### config.mk
export PLATFORM = sky130hd
export DESIGN_NAME = seg7_scan_mux
export DESIGN_NICKNAME = d
export VERILOG_FILES = /design/src/rtl/seg7_scan_mux.sv
export SDC_FILE = /design/constraint.sdc
export NUM_CORES = 1
export LEC_CHECK = 0
export ABC_AREA = 1
export BUFFER_PORTS_ARGS = -buffer_cell sky130_fd_sc_hd__buf_2
export CORE_ASPECT_RATIO = 0.5
export CORE_MARGIN = 1.5
export CORE_UTILIZATION = 52
export DETAILED_ROUTE_END_ITERATION = 6
export GPL_TIMING_DRIVEN = 1
export PLACE_DENSITY = 0.78
export SYNTH_ARGS = -nofsm -noshare
export SYNTH_HDL_FRONTEND = slang
export SYNTH_SLANG_ARGS = --single-unit
### constraint.sdc
create_clock -name clk -period 1.9 [get_ports clk]
set_clock_uncertainty 0.15 [all_clocks]
set_input_delay 0.19 -clock clk [delete_from_list [all_inputs] [get_ports clk]]
set_output_delay 0.19 -clock clk [all_outputs]
set_load 0.05 [all_outputs]
### src/rtl/seg7_scan_mux.sv
// seg7_scan_mux: four-digit multiplexed seven-segment scanner with frame-atomic word updates
module seg7_scan_mux #(
  parameter int SCAN_DIV     = 2500,
  parameter int BLANK_CYCLES = 16
) (
  input  logic        clk,
  input  logic        rst_n,
  input  logic        in_valid,
  output logic        in_ready,
  input  logic [15:0] value_in,
  input  logic [3:0]  dp_in,
  input  logic        blank_lz,
  output logic [3:0]  an,
  output logic [6:0]  seg,
  output logic        dp,
  output logic        frame_tick
);
  localparam logic [15:0][6:0] SEG_LUT = {
    7'h71, 7'h79, 7'h5E, 7'h39, 7'h7C, 7'h77, 7'h6F, 7'h7F,
    7'h07, 7'h7D, 7'h6D, 7'h66, 7'h4F, 7'h5B, 7'h06, 7'h3F
  };
  logic [15:0] r_sc, r_act, r_pend;
  logic [1:0]  r_d;
  logic [3:0]  r_act_dp, r_pend_dp, r_an;
  logic [6:0]  r_seg;
  logic        r_pend_full, r_dp, r_tick;
  logic        w_slot_end, w_bound, w_accept, w_show, w_lz;
  logic [15:0] w_upper;
  logic [3:0]  w_nib;
  always_comb begin
    w_slot_end = r_sc == 16'(SCAN_DIV - 1);
    w_bound    = w_slot_end && r_d == 2'd3;
    w_accept   = in_valid && !r_pend_full;
    w_show     = r_sc >= 16'(BLANK_CYCLES);
    w_upper    = r_act >> {r_d, 2'b00};
    w_nib      = w_upper[3:0];
    w_lz       = blank_lz && r_d != 2'd0 && w_upper == 16'd0;
  end
  always_ff @(posedge clk) begin
    if (!rst_n) begin
      r_sc        <= '0;
      r_d         <= '0;
      r_act       <= '0;
      r_act_dp    <= '0;
      r_pend      <= '0;
      r_pend_dp   <= '0;
      r_pend_full <= 1'b0;
      r_an        <= '0;
      r_seg       <= '0;
      r_dp        <= 1'b0;
      r_tick      <= 1'b0;
    end else begin
      r_sc <= w_slot_end ? 16'd0 : r_sc + 16'd1;
      r_d  <= w_slot_end ? r_d + 2'd1 : r_d;
      // a word accepted on the boundary edge waits in pending for the next boundary
      if (w_bound && r_pend_full) begin
        r_act       <= r_pend;
        r_act_dp    <= r_pend_dp;
        r_pend_full <= 1'b0;
      end else if (w_accept) begin
        r_pend      <= value_in;
        r_pend_dp   <= dp_in;
        r_pend_full <= 1'b1;
      end
      r_an   <= w_show ? 4'b0001 << r_d : 4'b0000;
      r_seg  <= (w_show && !w_lz) ? SEG_LUT[w_nib] : 7'h00;
      r_dp   <= w_show && r_act_dp[r_d];
      r_tick <= w_bound;
    end
  end
  assign in_ready   = !r_pend_full;
  assign an         = r_an;
  assign seg        = r_seg;
  assign dp         = r_dp;
  assign frame_tick = r_tick;
endmodule

---- Yosys cells after proc, flatten, opt, wreduce, memory -nomap -nowiden ----
Memories as Yosys holds them, arrays and structs flattened. A register that Yosys moved wholly into a read port is not among the register bits.
Cells that the tools add are included.
cells by class
  add/subtract/negate cells ............... 2
  multiply operators ...................... 0
  divide/modulo/power cells ............... 0
  $lt $le $gt $ge ......................... 2
  eq/ne operators ......................... 2
  shift-type cells ........................ 2
  mux-type cells .......................... 2
  bitwise logic cells ..................... 2
  reductions and logical operators ........ 17
operators by type and width
  cell                                                                                  number
  16-bit by 1-bit adder with 16-bit output, second input constant                       1
  16-bit by 12-bit == test with 1-bit output, second input constant                     1
  16-bit by 5-bit greater-or-equal comparator with 1-bit output, second input constant  1
  16-bit logical NOT                                                                    1
  16-bit by 4-bit >> shifter with 16-bit output                                         1
  1-bit logical AND                                                                     7
  2-bit AND reduction                                                                   3
  2-bit OR reduction                                                                    2
  1-bit by 2-bit left shift with 4-bit output, first input constant                     1
  1-bit logical NOT                                                                     3
  2-bit by 3-bit less-than comparator with 1-bit output, second input constant          1
  2-bit by 1-bit adder with 2-bit output, second input constant                         1
  1-bit binary-select mux with 2-bit select                                             1
  2-bit == test, second input constant                                                  1
  1-bit inverter                                                                        2
  2-bit nonzero test                                                                    1
  1-bit 2-to-1 mux                                                                      1
word-level totals
  register bits after elaboration ......... 65
  bits in latches ......................... 0
  RAM bits ................................ 0
  ROM bits ................................ 112
  output and inout port bits .............. 14
  memories ................................ 1
memory list
  name             words  width  rd ports  clocked after Yosys merged registers in  wr ports  line  text
  (no name shown)  16     7      1         1                                        0         66    r_seg <= (w_show && !w_lz) ? SEG_LUT[w_nib] : 7'h00;

---- Longest topological paths before layout ----
Gate-level depths: netlist of the first run.
  depth after elaboration ................. 7
  gate-level depth with buffers ........... 14
  gate-level depth less buffers ........... 14

---- Worst setup path after synthesis of the first run ----
No wires, ideal clock.
  path kind ............................... reg-to-reg
  start ................................... register r_d[1]
  end ..................................... register r_seg[1] (netlist: seg[1])
  data arrival time ....................... 1.637 ns
  data required time ...................... 1.635 ns
  path slack .............................. -0.002 ns
  cell stages (with the launch flop) ...... 14
  path buffers ............................ 1
  period minus slack after synthesis ...... 1.902 ns
  cell sequence ........................... dfxtp_1 -> inv_2 -> buf_6 -> nand3_1 -> nand2_2 -> inv_1 -> ha_1 -> nand2_1 -> nor2_1 -> nand3_1 -> a21oi_1 -> nand2_1 -> nand2_2 -> nor2_1
on the way
  word-level cells in the longest chain between the ends .. 7
ends and longest elaborated chain
  what                                                                                 line    text
  start, declared                                                                      23      logic [1:0] r_d;
  start signal, assigned                                                               54      r_d <= w_slot_end ? r_d + 2'd1 : r_d;
  16-bit by 4-bit >> shifter with 16-bit output or 2-bit nonzero test (tied branches)  35, 37
  16-bit logical NOT or 1-bit logical AND (tied branches)                              37      w_lz = blank_lz && r_d != 2'd0 && w_upper == 16'd0;
  1-bit logical AND                                                                    37
  1-bit logical NOT                                                                    66
  1-bit logical AND                                                                    66
  2-bit AND reduction (no line)                                                        --
  1-bit logical NOT (no line)                                                          --
  end, declared                                                                        25      logic [6:0] r_seg;
Several ways; a longest one is shown, not always the timed one.
A chain may end at the register's enable or synchronous reset.

---- Worst setup path in the final report of the first run ----
  start ................................... register r_d[0]
  end ..................................... register r_seg[4] (netlist: seg[4])
The elaborated chain is that of the path after synthesis.

==> flow_summary.ini, run 1 <==
[run_status]
status = finished clean

[global_routing]
grt_max_degree = 42
overflow = 0
grt_pass1_vias = 2717
grt_util_all_layers_pct = 22.0
grt_pass1_wl_um = 12300
antenna_found_initial = 0

[synth]
synth_common_cells = 112 x nor2_1, 104 x nand2_1, 72 x dfxtp_1, 50 x inv_1, 28 x o21ai_0
yosysUniqueCellTypes = 34
post-synth-top-area-cell = dfxtp_1
netlist_instances = 491
synthArstFlopShare_pct = 0
synth_top_cells_by_area = dfxtp_1 42%, nor2_1 12%, nand2_1 11%, inv_1 5.5%, o21ai_0 4.1%
synth_edf_count = 0
ys.warnings.count = 0
synth-seq-cells = 72
synth_area_mm2 = 0.00344
synth_nets = 526
synth_flop_cell = dfxtp_1
synth_top_area_share_pct = 41.9
ys_seq_area_share_pct = 41.9
syn_area_per_cell_um2 = 7.01
synth.most_common_cell = nor2_1

[setup_path]
cp_max_fo = 7
r2r_end = seg[4]$_SDFF_PN0_
reg2reg_depth = 12
rrSetupSlack_ns = 0.01
startpoint = r_d[0]$_SDFFE_PN0P_
crit_path_end = seg[4]$_SDFF_PN0_
cp-start-kind = flip-flop
critPathArrivalTime_ns = 1.97
r2r-start = r_d[0]$_SDFFE_PN0P_
required_ns = 1.98
end_kind = flip-flop
worstSetupPathType = reg -> reg

[floorplanning]
dieArea_mm2 = 0.00714
die_height_um = 60.5
core_area_mm2 = 0.00623
die_w_um = 118
initial_utilization_pct = 55.2
num_rows = 20
io_pins = 38

[timing]
maxSlewViolCount = 0
tightest_slew_ns = 0.587
setup_viol = 0
holdWs_ns = 0.315
timing.final.crit_period_ns = 1.89
clock.fmax_ghz = 0.530
period_share_pct = 99.4
max_slew_margin_pct = 60.8
hold_violations = 0

[power]
peakVddDrop_mv = 0.632
power_mw = 3.44
p_leak_nw = 2.13
p_per_area_mw_per_mm2 = 799

[routing]
viasPerCell = 4.89
dr.pass1.iters = 5
post_drt_wl_per_cell_um = 11.5
antenna_left = 0
wirelength_um = 7490
drc = 0
drt_iter0_drc = 191
vias = 3172

[cts]
clock_path_buffers = 2
cts_tree = yes
numCtsBuffers = 9
cts_root_buf = clkbuf_16
cts_max_level = 3
path_clk_slew_ns = 0.06
clk_latency_ns = 0.34
cts_sinks = 72

[cells_and_area]
area_growth_pct = 25.2
nets = 591
fillers = 501
drive_above_1_share_pct = 18.0
register_area_mm2 = 0.00145
multi_input_area_mm2 = 0.00171
diodes = 0
finalNonFillerCells = 649

[place]
hpwl_um = 4740
gp_congestion = 0.837
port_buffers = 37
dp_cells = 610

[run]
cap_violations = 0

[worst_hold_path]
hold_class = reg -> reg
## flip-flops by register name, summed over array words and instances, names as in the netlist, 2 cells and up
signal,flops
r_act_dp,4
an,4
seg,7
r_pend_dp,4
r_act,16
r_d,2
r_pend,16
r_sc,16
## cells by family (layout without fill, tap and decap cells)
family | Yosys count | in the layout | synth area share, %
AO/OA/AOI/OAI | 52 | 52 | 8.15
XOR/XNOR | 3 | 3 | 0.764
adder cells (fa/ha/maj) | 11 | 11 | 4.00
buffers and inverters | 74 | 144 | 9.42
flip-flops | 72 | 72 | 41.9
AND/OR/NAND/NOR | 279 | 279 | 35.8
## per-layer routing
| metal | GRT usage [%] | vias up | part of all wire, % |
|---|---|---|---|
| met5 | 0 | - | 0 |
| met4 | 8.36 | 0 | 1.3 |
| met3 | 5.64 | 12 | 4.2 |
| met2 | 36.0 | 84 | 45 |
| met1 | 28.9 | 1418 | 49 |
| li1 | - | 1658 | - |
## what timing repair did
action                     CTS  global route
setup endpoints to repair    7             7
hold endpoints to repair    22             0
gates cloned                 0             0
buffers inserted             0             1
pin swaps                    0             6
hold buffers                22             0
resized for setup            1            13
## layout by cell type (no fill, tap or decap), types with 2 or more instances in the layout
cell / instances
clkinv_4: 2
clkbuf_16: 9
nand3b_1: 2
nand3_4: 2
inv_2: 5
nand2_1: 102
nand2_2: 4
clkinv_2: 3
inv_1: 48
nor2_1: 112
buf_2: 37
nor2_2: 6
ha_1: 10
buf_4: 11
nand2_4: 5
nor3_1: 7
nor3b_1: 2
dlygate4sd3_1: 22
xor2_1: 2
o21ai_0: 28
a21oi_1: 18
inv_6: 3
nand3_2: 2
a21oi_2: 2
nand3_1: 25
dfxtp_1: 70
nand4_1: 6
## where the power goes
group,total (mW),switching [mW],internal (mW)
combinational,0.159,0.0839,0.0754
sequential,1.57,0.0249,1.55
clock,1.71,0.678,1.03
## layout make-up
cell class              instances  share of cell area (%)
inverters                      56                    5.00
clock inverters                 7                    1.83
clock buffers                   9                    5.23
multi-input cells             345                    39.7
flip-flops and latches         72                    33.6
repair buffers                 72                    12.1
well taps                      88                    2.56
## how the worst min path moves through the flow
stage | to | cells past startpoint | startpoint
global placement | r_pend[9]$_SDFFE_PN0P_ | 3 | value_in[9]
CTS | r_sc[0]$_SDFF_PP0_ | 1 | r_sc[0]$_SDFF_PP0_
global route | r_act[7]$_SDFFE_PN0P_ | 2 | r_pend[7]$_SDFFE_PN0P_
detailed placement | r_pend[7]$_SDFFE_PN0P_ | 3 | value_in[7]
floorplan | r_pend_full$_SDFFE_PP0P_ | 2 | in_valid
finish | r_sc[0]$_SDFF_PP0_ | 1 | r_sc[0]$_SDFF_PP0_
## critical path, stage by stage, from the launching register on
cell and delay [ns]:
dfxtp_4 0.36, buf_6 0.12, nand2_4 0.05, nand2_4 0.06
o21ai_4 0.20, ha_4 0.16, nand2_1 0.05, nor2_1 0.12
nand3_1 0.11, a21oi_2 0.12, nand2_1 0.10, nand2_4 0.12
nor2_1 0.05
## per-stage QoR
stage	cell area [µm²]	worst slack [ns]	util, %	TNS, ns
3_5_place_dp	3730	-0.0317	59.8	-0.147
2_1_floorplan	3440	0.0717	-	0
6_report	4310	0.0118	69.1	0
4_1_cts	4250	0.0266	68.3	0
5_1_grt	4310	-0.0578	69.1	-0.351
3_3_place_gp	3730	0.0469	59.8	0
Note: power is estimated with default switching activity, not from simulation.
==> inputs of run 2 (changes only) <==
--- a/config.mk
+++ b/config.mk
@@ -12,7 +12,7 @@
 export CORE_UTILIZATION = 52
 export DETAILED_ROUTE_END_ITERATION = 6
 export GPL_TIMING_DRIVEN = 1
-export PLACE_DENSITY = 0.78
+export PLACE_DENSITY = 0.87
 export SYNTH_ARGS = -nofsm -noshare
 export SYNTH_HDL_FRONTEND = slang
 export SYNTH_SLANG_ARGS = --single-unit
==> flow_summary.ini, run 2 (same netlist as run 1, synthesis figures left out) <==
[run_status]
status = complete, but fails checks
violations = negative setup slack

[cts]
cts_root_buf = clkbuf_16
clock_path_buffers = 2
cts_max_level = 3
cts_tree = yes
clk_latency_ns = 0.33
numCtsBuffers = 9
cts_sinks = 72
path_clk_slew_ns = 0.06

[setup_path]
worst-path-buf-inv = 2
startpoint = r_d[0]$_SDFFE_PN0P_
cp-start-kind = flip-flop
r2r-start = r_d[0]$_SDFFE_PN0P_
critPathArrivalTime_ns = 1.99
required_ns = 1.97
path_cells = buf_8 > nand2_1 > nand3_1 > nand2_2 > inv_2 > ha_4 > nand2_1 > nor2_1 > nand3_1 > a21oi_2 > nand2_1 > nand2_4 > nor2_1
critPathMaxStageDelay_ns = 0.38
end_kind = flip-flop
cp_max_fo = 9
cp_slowest_cell = dfxtp_4
critPathTopFamily = simple AND/OR/NAND/NOR gates
worstSetupPathType = reg -> reg
path_common_cell = nand2_1

[floorplanning]
num_rows = 20
die_w_um = 118
die_height_um = 60.5
core_area_mm2 = 0.00623
initial_utilization_pct = 55.2
io_pins = 38
dieArea_mm2 = 0.00714

[power]
clkPwrFrac_pct = 51.5
switching_share_pct = 21.4
switchingPower_uw = 766
p_leak_nw = 2.13
p_comb_share_pct = 4.6
power_mw = 3.58
p_per_area_mw_per_mm2 = 824
seq_power_share_pct = 43.9
peakVddDrop_mv = 0.457
p_int_mw = 2.82

[worst_hold_path]
hold_class = reg -> reg
min_from = r_sc[0]$_SDFF_PP0_

[global_routing]
overflow = 0
grt_util_all_layers_pct = 23.1
grt_max_degree = 42
grt_pass1_vias = 2894
grt_pass1_wl_um = 13000
antenna_found_initial = 0

[cells_and_area]
drive_above_1_share_pct = 18.9
final_common_cell = nor2_1
area_growth_pct = 26.4
finalNonFillerCells = 649
reg.largest.list = r_act x16, r_pend x16, r_sc x16
diodes = 0
mostFrequentLayoutCells = 111 x nor2_1, 99 x nand2_1, 70 x dfxtp_1, 48 x inv_1, 37 x buf_2
final_area_mm2 = 0.00435
nets = 591

[timing]
setup_viol = 3
setup_ws_ns = -0.0155
clock.fmax_ghz = 0.522
hold_violations = 0
tightest_slew_ns = 0.610
rsz0062_at_grt = true
maxSlewViolCount = 0
max_slew_margin_pct = 59.3
holdWs_ns = 0.328
period_share_pct = 101
timing.final.crit_period_ns = 1.92

[place]
port_buffers = 37
dpl-instance-area_mm2 = 0.00371
hpwl_um = 4730
gp_congestion = 0.852
dp_cells = 608

[routing]
dr.pass1.iters = 5
wirelength_um = 8470
viasPerCell = 5.15
antenna_left = 0
post_drt_wl_per_cell_um = 13.0
drc = 0
drt_iter0_drc = 179
vias = 3341

[run]
cap_violations = 0
[run 2: cell types whose count changed in the layout (fill, tap and decap cells not counted), sizes merged]
| cell | before | now |
|---|---|---|
| bufinv | 1 | 2 |
| clkbuf | 9 | 10 |
| clkinv | 5 | 3 |
| inv | 57 | 56 |
| clkinvlp | 0 | 1 |
[run 2: cell type report]
class                      instances  area [µm²]
tap                               88         110
inverter                          56         215
clock inverter                     6        90.1
sequential                        72        1450
timing repair buffer              72         523
clock buffer                      10         239
fill                             435        1880
multi-input combinational        345        1720
[run 2: worst reg2reg max path, stage by stage (launching register included)]
cell	delay [ns]
dfxtp_4	0.38
buf_8	0.14
nand2_1	0.07
nand3_1	0.11
nand2_2	0.07
inv_2	0.09
ha_4	0.13
nand2_1	0.05
nor2_1	0.11
nand3_1	0.09
a21oi_2	0.11
nand2_1	0.10
nand2_4	0.12
nor2_1	0.06
[run 2: routing by layer]
metal / track usage (%) / wire length, µm / vias to the layer above
li1: - / - / 1661
met4: 9.93 / 234 / 0
met3: 5.55 / 460 / 28
met1: 28.0 / 3720 / 1515
met5: 0 / 0 / -
met2: 41.1 / 4050 / 137
[run 2: what timing repair did]
item | 4_1_cts | 5_1_grt
resized for setup | 3 | 17
hold endpoints to repair | 22 | 0
hold buffers | 22 | 0
setup buffers | 0 | 3
endpoints found under the setup margin | 7 | 7
pin swaps | 1 | 5
[run 2: path summary, 6_finish.rpt]
kind	to	cells after the start	slack [ns]
max	seg[6]$_SDFF_PN0_	13	-0.02
min	r_sc[0]$_SDFF_PP0_	1	0.33
max reg2reg	seg[6]$_SDFF_PN0_	13	-0.02
min reg2reg	r_sc[0]$_SDFF_PP0_	1	0.33
[run 2: power by group through the flow]
stage                     Clock, mW  Combinational [mW]  Sequential (mW)
after floorplan                   0              0.0823             1.60
after global placement            0               0.119             1.61
after detailed placement          0               0.122             1.61
after CTS                      1.86               0.157             1.57
after global routing           1.92               0.183             1.58
final                          1.85               0.163             1.57
[run 2: stage by stage]
stage                     setup WS, ns  TNS [ns]  utilization, %
after global placement          0.0761         0            59.6
final                          -0.0155   -0.0188            69.8
after CTS                      0.00147         0            68.5
after floorplan                 0.0717         0               -
after global routing            -0.103    -0.667            69.8
after detailed placement       -0.0198   -0.0567            59.6
